$ cat src/rtl/cla_pkg.sv
// Shared types and helpers for the pipelined carry-lookahead adder (cla_pipe_adder).
package cla_pkg;

    localparam int unsigned GRP = 4;

    typedef struct packed {
        logic g;
        logic p;
    } pg_t;

    // Identity element for pg_cat when used as the high operand; pads unused tree leaves.
    localparam pg_t PG_ID = '{g: 1'b0, p: 1'b1};

    // Ceiling of log4(n): number of super-group levels above the 4-bit groups.
    function automatic int unsigned clog4(input int unsigned n);
        int unsigned d;
        int unsigned cap;
        d   = 0;
        cap = 1;
        while (cap < n) begin
            cap = cap * 4;
            d   = d + 1;
        end
        return d;
    endfunction

    function automatic pg_t pg_cat(input pg_t hi, input pg_t lo);
        pg_t r;
        r.g = hi.g | (hi.p & lo.g);
        r.p = hi.p & lo.p;
        return r;
    endfunction

endpackage

$ cat src/rtl/cla_group4.sv
// 4-bit lookahead group: bitwise and group P/G from the operands, plus internal carries
// resolved from a supplied group carry in (the carry half may run a pipeline stage later).
module cla_group4
    import cla_pkg::*;
(
    input  logic [GRP-1:0] a_i,
    input  logic [GRP-1:0] b_i,
    output logic [GRP-1:0] p_o,
    output logic [GRP-1:0] g_o,
    output pg_t            pg_o,
    input  logic [GRP-1:0] cp_i,
    input  logic [GRP-1:0] cg_i,
    input  logic           cin_i,
    output logic [GRP-1:0] c_o
);

    assign p_o = a_i ^ b_i;
    assign g_o = a_i & b_i;

    assign pg_o.g = g_o[3]
                  | (p_o[3] & g_o[2])
                  | (p_o[3] & p_o[2] & g_o[1])
                  | (p_o[3] & p_o[2] & p_o[1] & g_o[0]);
    assign pg_o.p = &p_o;

    assign c_o[0] = cin_i;
    assign c_o[1] = cg_i[0] | (cp_i[0] & cin_i);
    assign c_o[2] = cg_i[1] | (cp_i[1] & cg_i[0]) | (cp_i[1] & cp_i[0] & cin_i);
    assign c_o[3] = cg_i[2]
                  | (cp_i[2] & cg_i[1])
                  | (cp_i[2] & cp_i[1] & cg_i[0])
                  | (cp_i[2] & cp_i[1] & cp_i[0] & cin_i);

endmodule

$ cat src/rtl/cla_pipe_adder.sv
// Pipelined carry-lookahead adder/subtractor with valid/ready flow control.
// Optional saturation on signed overflow when CLA_SAT_EN is defined.
module cla_pipe_adder
    import cla_pkg::*;
#(
    parameter int unsigned WIDTH    = 16,
    parameter int unsigned PIPE_MID = 0
)(
    input  logic             clk,
    input  logic             rst_n,
    input  logic             in_valid,
    output logic             in_ready,
    input  logic [WIDTH-1:0] in_a,
    input  logic [WIDTH-1:0] in_b,
    input  logic             in_cin,
    input  logic             in_sub,
    output logic             out_valid,
    input  logic             out_ready,
    output logic [WIDTH-1:0] out_sum,
    output logic             out_cout,
    output logic             out_ovf,
    output logic             out_gout,
    output logic             out_pout
);

    localparam int unsigned NG = WIDTH / GRP;
    localparam int unsigned D  = clog4(NG);
    localparam int unsigned NL = 1 << (2 * D);

    logic             s1_v_q;
    logic [WIDTH-1:0] a_q;
    logic [WIDTH-1:0] bx_q;
    logic             c0_q;

    logic             out_v_q;
    logic [WIDTH-1:0] sum_q;
    logic             cout_q;
    logic             ovf_q;
    logic             gout_q;
    logic             pout_q;

    logic             out_adv;
    logic             pm_ld;
    logic             s1_ld;

    logic [WIDTH-1:0] s1_p;
    logic [WIDTH-1:0] s1_g;
    pg_t  [NG-1:0]    s1_grp;

    logic             pm_v;
    logic [WIDTH-1:0] pm_p;
    logic [WIDTH-1:0] pm_g;
    pg_t  [NG-1:0]    pm_grp;
    logic             pm_c0;

    logic [NG-1:0]    grp_cin;
    logic [WIDTH-1:0] c_int;
    pg_t              root;
    logic             res_cout;
    logic             res_ovf;
    logic [WIDTH-1:0] res_sum;

    assign out_adv  = !out_v_q || out_ready;
    assign s1_ld    = !s1_v_q || pm_ld;
    assign in_ready = rst_n && s1_ld;

    // Input stage stores B' and c0 so subtraction costs nothing downstream.
    always_ff @(posedge clk or negedge rst_n) begin
        if (!rst_n) begin
            s1_v_q <= 1'b0;
            a_q    <= '0;
            bx_q   <= '0;
            c0_q   <= 1'b0;
        end else if (s1_ld) begin
            s1_v_q <= in_valid;
            if (in_valid) begin
                a_q  <= in_a;
                bx_q <= in_sub ? ~in_b : in_b;
                c0_q <= in_sub | in_cin;
            end
        end
    end

    for (genvar k = 0; k < NG; k++) begin : g_grp
        cla_group4 u_grp (
            .a_i   (a_q[k*GRP +: GRP]),
            .b_i   (bx_q[k*GRP +: GRP]),
            .p_o   (s1_p[k*GRP +: GRP]),
            .g_o   (s1_g[k*GRP +: GRP]),
            .pg_o  (s1_grp[k]),
            .cp_i  (pm_p[k*GRP +: GRP]),
            .cg_i  (pm_g[k*GRP +: GRP]),
            .cin_i (grp_cin[k]),
            .c_o   (c_int[k*GRP +: GRP])
        );
    end

    if (PIPE_MID != 0) begin : g_mid
        logic             m_v_q;
        logic [WIDTH-1:0] m_p_q;
        logic [WIDTH-1:0] m_g_q;
        pg_t  [NG-1:0]    m_grp_q;
        logic             m_c0_q;

        assign pm_ld = !m_v_q || out_adv;

        always_ff @(posedge clk or negedge rst_n) begin
            if (!rst_n) begin
                m_v_q   <= 1'b0;
                m_p_q   <= '0;
                m_g_q   <= '0;
                m_grp_q <= '0;
                m_c0_q  <= 1'b0;
            end else if (pm_ld) begin
                m_v_q <= s1_v_q;
                if (s1_v_q) begin
                    m_p_q   <= s1_p;
                    m_g_q   <= s1_g;
                    m_grp_q <= s1_grp;
                    m_c0_q  <= c0_q;
                end
            end
        end

        assign pm_v   = m_v_q;
        assign pm_p   = m_p_q;
        assign pm_g   = m_g_q;
        assign pm_grp = m_grp_q;
        assign pm_c0  = m_c0_q;
    end else begin : g_nomid
        assign pm_ld  = out_adv;
        assign pm_v   = s1_v_q;
        assign pm_p   = s1_p;
        assign pm_g   = s1_g;
        assign pm_grp = s1_grp;
        assign pm_c0  = c0_q;
    end

    // Lookahead tree over 4-wide super-groups: P/G reduced upward, carries distributed downward.
    pg_t  up [0:D][0:NL-1];
    logic dn [0:D][0:NL-1];
    logic cw;

    always_comb begin
        cw      = 1'b0;
        grp_cin = '0;
        for (int unsigned l = 0; l <= D; l++) begin
            for (int unsigned i = 0; i < NL; i++) begin
                up[l][i] = PG_ID;
                dn[l][i] = 1'b0;
            end
        end
        for (int unsigned i = 0; i < NG; i++) begin
            up[0][i] = pm_grp[i];
        end
        for (int unsigned l = 0; l < D; l++) begin
            for (int unsigned j = 0; j < NL / GRP; j++) begin
                up[l+1][j] = pg_cat(pg_cat(up[l][GRP*j+3], up[l][GRP*j+2]),
                                    pg_cat(up[l][GRP*j+1], up[l][GRP*j]));
            end
        end
        dn[D][0] = pm_c0;
        for (int unsigned l = D; l > 0; l--) begin
            for (int unsigned j = 0; j < NL / GRP; j++) begin
                cw = dn[l][j];
                for (int unsigned k = 0; k < GRP; k++) begin
                    dn[l-1][GRP*j+k] = cw;
                    cw = up[l-1][GRP*j+k].g | (up[l-1][GRP*j+k].p & cw);
                end
            end
        end
        for (int unsigned i = 0; i < NG; i++) begin
            grp_cin[i] = dn[0][i];
        end
        root = up[D][0];
    end

    assign res_cout = root.g | (root.p & pm_c0);
    assign res_ovf  = res_cout ^ c_int[WIDTH-1];

`ifdef CLA_SAT_EN
    // Overflow implies equal operand signs, so g of the MSB gives the shared sign.
    always_comb begin
        res_sum = pm_p ^ c_int;
        if (res_ovf) begin
            res_sum = pm_g[WIDTH-1] ? {1'b1, {(WIDTH-1){1'b0}}} : {1'b0, {(WIDTH-1){1'b1}}};
        end
    end
`else
    assign res_sum = pm_p ^ c_int;
`endif

    always_ff @(posedge clk or negedge rst_n) begin
        if (!rst_n) begin
            out_v_q <= 1'b0;
            sum_q   <= '0;
            cout_q  <= 1'b0;
            ovf_q   <= 1'b0;
            gout_q  <= 1'b0;
            pout_q  <= 1'b0;
        end else if (out_adv) begin
            out_v_q <= pm_v;
            if (pm_v) begin
                sum_q  <= res_sum;
                cout_q <= res_cout;
                ovf_q  <= res_ovf;
                gout_q <= root.g;
                pout_q <= root.p;
            end
        end
    end

    assign out_valid = out_v_q;
    assign out_sum   = sum_q;
    assign out_cout  = cout_q;
    assign out_ovf   = ovf_q;
    assign out_gout  = gout_q;
    assign out_pout  = pout_q;

endmodule

$ cat config.mk
export PLATFORM = sky130hd
export DESIGN_NAME = cla_pipe_adder
export DESIGN_NICKNAME = d
export VERILOG_FILES = /design/src/rtl/cla_pkg.sv /design/src/rtl/cla_group4.sv /design/src/rtl/cla_pipe_adder.sv
export SDC_FILE = /design/constraint.sdc
export NUM_CORES = 1
export LEC_CHECK = 0
export ABC_AREA = 1
export BUFFER_PORTS_ARGS = -buffer_cell sky130_fd_sc_hd__buf_4
export CAP_MARGIN = 30
export CORE_MARGIN = 2
export CORE_UTILIZATION = 55
export CTS_CLUSTER_DIAMETER = 30
export DETAILED_ROUTE_END_ITERATION = 8
export PLACE_DENSITY = 0.9
export SYNTH_ARGS = -nofsm -noshare
export SYNTH_HDL_FRONTEND = slang
export SYNTH_HIERARCHICAL = 1
export SYNTH_SLANG_ARGS = --single-unit
$ cat constraint.sdc
create_clock -name clk -period 2.2 [get_ports clk]
set_input_delay 0.11 -clock clk [delete_from_list [all_inputs] [get_ports clk]]
set_output_delay 0.11 -clock clk [all_outputs]
set_load 0.005 [all_outputs]
==> results of run 1 <==
==> what timing repair did <==
item / CTS / global route
hold endpoints to repair: 37 / 0
hold buffers: 14 / 0
setup buffers: 0 / 1
pin swaps: 0 / 13
endpoints found under the setup margin: 3 / 6
resized for setup: 2 / 18
==> critical path, delay by kind of cell (launching register included) <==
kind,cells,cell delay (ns)
adder cells (fa/ha/maj),1,0.29
flip-flops,1,0.43
XOR/XNOR,1,0.16
AND/OR/NAND/NOR,10,0.72
AO/OA/AOI/OAI,3,0.50
==> path summary, 6_finish.rpt <==
check | to
setup / recovery | out_sum[15]
hold / removal | a_q[5]
setup reg to reg | out_sum[15]
hold reg to reg | out_sum[11]
max in group asynchronous | out_sum[2]
min in group asynchronous | out_gout
==> routing by layer <==
metal	wire length, µm	GRT usage	share of wire	vias to the layer above
li1	-	-	-	1256
met1	2975	0.3194	0.38	1244
met2	3750	0.4267	0.48	191
met3	686	0.04651	0.088	57
met4	410	0.09286	0.052	0
met5	0	0	0	-
==> placed cells by master, fill, tap and decap left out, types with 7 or more instances in the layout <==
cell type,count
sky130_fd_sc_hd__nand2_1,143
sky130_fd_sc_hd__buf_4,64
sky130_fd_sc_hd__dfrtp_1,55
sky130_fd_sc_hd__xnor2_1,31
sky130_fd_sc_hd__inv_1,25
sky130_fd_sc_hd__o21ai_0,23
sky130_fd_sc_hd__dlygate4sd3_1,14
sky130_fd_sc_hd__nor2_1,13
sky130_fd_sc_hd__o21ai_1,10
sky130_fd_sc_hd__ha_1,10
sky130_fd_sc_hd__nand2_2,7
==> kinds of logic after synthesis <==
group / count (synthesis) / share of synthesized area
XOR/XNOR: 32 / 0.09396
buffers and inverters: 42 / 0.07592
adder cells (fa/ha/maj): 16 / 0.06711
AND/OR/NAND/NOR: 175 / 0.2307
AO/OA/AOI/OAI: 41 / 0.07089
flip-flops: 55 / 0.4614
==> final cells by class <==
class,instances,area (µm²),area share
Clock buffer,5,68.82,0.01829
Inverter,27,101.3,0.02694
Timing Repair Buffer,78,620.6,0.1649
Tap cell,70,87.58,0.02328
Sequential cell,55,1376,0.3658
Clock inverter,2,37.54,0.009977
Multi-Input combinational cell,264,1470,0.3908
==> power by group <==
part / leakage (nW) / internal [mW] / total, mW / switching, mW
Combinational: 1.20 / 0.748 / 1.56 / 0.812
Clock: 0.0502 / 0.333 / 0.668 / 0.335
Sequential: 0.673 / 1.28 / 1.47 / 0.189
Total: 1.92 / 2.36 / 3.70 / 1.34
==> metrics by stage <==
step	area (µm²)	setup WS, ns	hold slack [ns]
2_1_floorplan	2983	0.1550	-0.1856
3_3_place_gp	3418	0.06664	0.03692
3_5_place_dp	3418	-0.01535	0.03775
4_1_cts	3690	0.04146	0.003783
5_1_grt	3762	-0.2129	0.01915
6_report	3762	-0.03439	0.0008339
==> results.yml, run 1 <==
routing:
  avgRoutedWirePerCell_um: 15.62
  num_vias: 2748
  first_iter_violations: 327
  antenna_left: 0
  drt-total-wl_um: 7824
  vias_per_cell: 5.485
  drc: 0
  first_pass_iters: 6
power:
  pwr_density_cell_nw_per_um2: 982.9
  static-leakage-power_nw: 1.922
  power.total_mw: 3.698
  vdd.ir_drop.worst_mv: 0.4426
clock_network:
  cts_buffers: 5
  cts_max_level: 2
  cts_root_buf: "sky130_fd_sc_hd__clkbuf_8"
  clock_path_buffers: 2
  clk_latency_ns: 0.32
  clk_pin_slew_ns: 0.10
  cts_tree: "built"
  clock_sink_count: 55
sta:
  worst_slew_margin_rel: 0.6311
  fin_crit_sh: 1.016
  finalClockSkew_ns: 0.01072
  slew_violations: 0
  clock.fmax_ghz: 0.4476
  layout_setup_ws_ns: -0.03439
  transition_time_at_the_pin_with_the_least_slew_margin_ns: 0.5514
  finalCriticalPeriod_ns: 2.234
  finalHoldViolations: 0
  timing.final.setup_violations: 3
  grt_setup_unrepaired: "true"
  fin_setup_tns_ns: -0.06687
final_layout:
  final_core_density: 0.7274
  fin_nets: 485
  proportion_of_layout_cells_with_a_drive_suffix_above_1: 0.2135
  area_delta_synth_final_pct: 26.13
  finalNonFillerCells: 501
  num-fill-cells: 319
  antenna_cells: 0
global_routing:
  grt_start_max_net_pins: 38
  grt-ovfl-total: 0
  antenna_found_initial: 0
  grt_pass1_wl_um: 11900
  grt.total_usage: 0.2511
  grt_pass1_vias: 2553
min_path:
  worstHoldPathCells: 3
  worst_hold_path_type: "input pin to register"
  hold_path_startpoint: "in_a[5]"
floorplan:
  core-area_um2: 5172
  dieHeight_um: 77.65
  initial_core_util: 0.5767
  number_of_primary_i_o_pins: 60
  num_rows: 26
  die_w_um: 77.65
  dieArea_um2: 6029
synthesis:
  synth_seq_cells: 55
  yosysTopAreaCellShare: 0.4614
  ys_dominant_reg_cell: "sky130_fd_sc_hd__dfrtp_1"
  synthTopCellsByArea: "sky130_fd_sc_hd__dfrtp_1 (46%), sky130_fd_sc_hd__nand2_1 (19%), sky130_fd_sc_hd__xnor2_1 (9.4%)"
  async_flop_share: 1.000
  netlist-cell-type-count: 20
  yosysSeqAreaShare: 0.4614
  postSynthCellCount: 361
  synth_area_leader_cell: "sky130_fd_sc_hd__dfrtp_1"
  ys.warnings.count: 6
  ys_top_cells_by_count: "sky130_fd_sc_hd__nand2_1 (150), sky130_fd_sc_hd__dfrtp_1 (55), sky130_fd_sc_hd__xnor2_1 (32)"
  netlist_area_um2: 2983
  synth-edff-count: 0
  synthesis.nets: 415
  syn_avg_cell_area_um2: 8.263
  yosys.cell_count.top_type: "sky130_fd_sc_hd__nand2_1"
critical_path:
  timing.critical_path.from: "bx_q[3]"
  setup.reg_to_reg.worst_slack_ns: -0.03
  worstSetupStartpointType: "register"
  max_stage_delay_ns: 0.43
  cp_data_arrival_time_ns: 2.42
  setup.worst_path.class: "register to register"
  endpoint_kind: "register"
  critical_path.cell_chain: "ha_4 -> nand2_4 -> nor2_2 -> nor2_1 -> nand2_1 -> a21o_1 -> nand2_1 -> nand2_1 -> a21o_1 -> nand2_1 -> nand2_2 -> nand2_2 -> nand2_2 -> xnor2_1 -> o21ai_0"
  slowest_stage_cell_on_the_critical_path: "sky130_fd_sc_hd__dfrtp_1"
  worstPathMaxFanout: 4
  worst-r2r-cell-count: 15
  required_ns: 2.38
  crit-reg2reg-launch: "bx_q[3]"
  critical-path-top-cell-by-count: "sky130_fd_sc_hd__nand2_1"
placement:
  final_wtd_congestion: 0.8963
  dp_hpwl_um: 4541
  io_buffers: 59
  placedCellCount: 479
run_status:
  outcome: "finished with violations"
  failed_checks: "setup timing"
run:
  maxCapViolCount: 0
Power figures use the tool's default switching activity.
==> run 2: changes to the inputs <==
--- a/config.mk
+++ b/config.mk
@@ -7,12 +7,12 @@
 export LEC_CHECK = 0
 export ABC_AREA = 1
 export BUFFER_PORTS_ARGS = -buffer_cell sky130_fd_sc_hd__buf_4
-export CAP_MARGIN = 30
 export CORE_MARGIN = 2
 export CORE_UTILIZATION = 55
 export CTS_CLUSTER_DIAMETER = 30
 export DETAILED_ROUTE_END_ITERATION = 8
 export PLACE_DENSITY = 0.9
+export RECOVER_POWER = 100
 export SYNTH_ARGS = -nofsm -noshare
 export SYNTH_HDL_FRONTEND = slang
 export SYNTH_HIERARCHICAL = 1
==> run 2 against run 1 <==
The flow still finishes with violations (setup timing). Via count fell by 0.84%. Routed wire length fell by 0.37%. Critical path depth did not move. Combinational power barely moved.
==> results.yml, run 2 (synthesis results as in run 1) <==
run_status:
  outcome: "finished with violations"
  failed_checks: "setup timing"
routing:
  first_iter_violations: 326
  antenna_left: 0
  num_vias: 2725
  drt-total-wl_um: 7795
  vias_per_cell: 5.439
  avgRoutedWirePerCell_um: 15.56
  first_pass_iters: 5
  drc: 0
floorplan:
  dieHeight_um: 77.65
  dieArea_um2: 6029
  initial_core_util: 0.5767
  num_rows: 26
  number_of_primary_i_o_pins: 60
  core-area_um2: 5172
  die_w_um: 77.65
placement:
  final_wtd_congestion: 0.8963
  dp_worst_setup_slack_ns: -0.01535
  io_buffers: 59
  placedCellCount: 479
  dpl_cell_area_um2: 3418
  dp_hpwl_um: 4541
sta:
  fin_setup_tns_ns: -0.09894
  grt_setup_unrepaired: "true"
  fin_worst_hold_slack_ns: 0.003559
  finalClockSkew_ns: 0.009697
  transition_time_at_the_pin_with_the_least_slew_margin_ns: 0.8414
  worst_slew_margin_rel: 0.4377
  finalCriticalPeriod_ns: 2.241
  fin_crit_sh: 1.019
  timing.final.setup_violations: 3
  finalHoldViolations: 0
  slew_violations: 0
  clock.fmax_ghz: 0.4462
  layout_setup_ws_ns: -0.04102
final_layout:
  area_delta_synth_final_pct: 25.29
  fin_nets: 485
  antenna_cells: 0
  num-fill-cells: 325
  layout_commonest_cell: "sky130_fd_sc_hd__nand2_1"
  proportion_of_layout_cells_with_a_drive_suffix_above_1: 0.2088
  final_core_density: 0.7225
  final_cell_mix: "sky130_fd_sc_hd__nand2_1 (144), sky130_fd_sc_hd__dfrtp_1 (55), sky130_fd_sc_hd__buf_4 (41)"
  finalNonFillerCells: 501
  design_area_um2: 3737
critical_path:
  critPathBufInv: 0
  required_ns: 2.38
  slowest_stage_cell_on_the_critical_path: "sky130_fd_sc_hd__dfrtp_1"
  critical_path.cell_chain: "ha_4 -> nand2_4 -> nor2_2 -> nor2_1 -> nand2_1 -> a21o_1 -> nand2_1 -> nand2_1 -> a21o_1 -> nand2_1 -> nand2_2 -> nand2_2 -> nand2_2 -> xnor2_1 -> o21ai_0"
  endpoint_kind: "register"
  worstSetupStartpointType: "register"
  cp_data_arrival_time_ns: 2.42
  setup.worst_path.class: "register to register"
  worstPathMaxFanout: 4
  max_stage_delay_ns: 0.43
  critical-path-top-cell-by-count: "sky130_fd_sc_hd__nand2_1"
  crit-reg2reg-launch: "bx_q[3]"
  timing.critical_path.from: "bx_q[3]"
  path_delay_family: "simple AND/OR/NAND/NOR gates"
clock_network:
  clock_path_buffers: 2
  clk_latency_ns: 0.32
  cts_buffers: 5
  clock_sink_count: 55
  cts_root_buf: "sky130_fd_sc_hd__clkbuf_8"
  clk_pin_slew_ns: 0.10
  cts_max_level: 2
  cts_tree: "built"
global_routing:
  grt_pass1_wl_um: 11900
  grt.total_usage: 0.2511
  antenna_found_initial: 0
  grt_pass1_vias: 2553
  grt_start_max_net_pins: 38
  grt-ovfl-total: 0
power:
  p_sw_mw: 1.324
  vdd.ir_drop.worst_mv: 0.4355
  seq_power_share: 0.400
  sw_frac_of_total: 0.3618
  static-leakage-power_nw: 1.912
  power.share.combinational: 0.418
  pwr_density_cell_nw_per_um2: 978.9
  clock_power_share: 0.182
  power.total_mw: 3.658
  power.internal_mw: 2.335
min_path:
  hold_path_startpoint: "in_a[5]"
  worst_hold_path_type: "input pin to register"
run:
  maxCapViolCount: 0
run 2: cell count changes in the layout (fill, tap and decap cells not counted), sizes merged:
cell | before | now
buf | 64 | 41
clkbuf | 5 | 28
run 2: path summary, 6_finish.rpt:
check / end / slack, ns / cells after the start
min in group asynchronous: out_gout / 0.24 / 2
setup reg to reg: out_sum[15] / -0.04 / 15
hold / removal: a_q[5] / 0.004 / 3
setup / recovery: out_sum[15] / -0.04 / 15
max in group asynchronous: out_sum[2] / 0.93 / 3
hold reg to reg: out_sum[6] / 0.49 / 2
run 2: layout make-up:
class,count,area [µm²],share of cell area
clock buffers,5,68.82,0.01841
clock inverters,2,37.54,0.01004
inverters,27,101.3,0.02712
multi-input cells,264,1450,0.3880
flip-flops and latches,55,1376,0.3683
well taps,70,87.58,0.02343
repair buffers,78,615.6,0.1647
run 2: power groups by stage:
| stage | clock (mW) | combinational (mW) | sequential [mW] |
|---|---|---|---|
| 4_1_cts | 0.663 | 1.38 | 1.46 |
| 5_1_grt | 0.715 | 1.66 | 1.50 |
| 2_1_floorplan | 0 | 0.860 | 1.45 |
| 3_5_place_dp | 0 | 1.33 | 1.47 |
| 6_report | 0.666 | 1.53 | 1.46 |
| 3_3_place_gp | 0 | 1.29 | 1.46 |
run 2: tightest hold or removal path, cell delays in order:
cell,delay (ns)
sky130_fd_sc_hd__buf_4,0.07
sky130_fd_sc_hd__nand2_1,0.05
sky130_fd_sc_hd__nand2_1,0.05
run 2: what timing repair did:
item,4_1_cts,5_1_grt
pin swaps,0,13
endpoints found under the setup margin,3,6
hold endpoints to repair,37,0
hold buffers,14,0
gates resized for setup,2,18
setup buffers,0,1
cloned,0,0
run 2: metal layers:
metal,track usage,share of wire,vias up
li1,-,-,1259
met1,0.3194,0.38,1232
met2,0.4267,0.48,182
met3,0.04651,0.091,52
met4,0.09286,0.051,0
met5,0,0,-
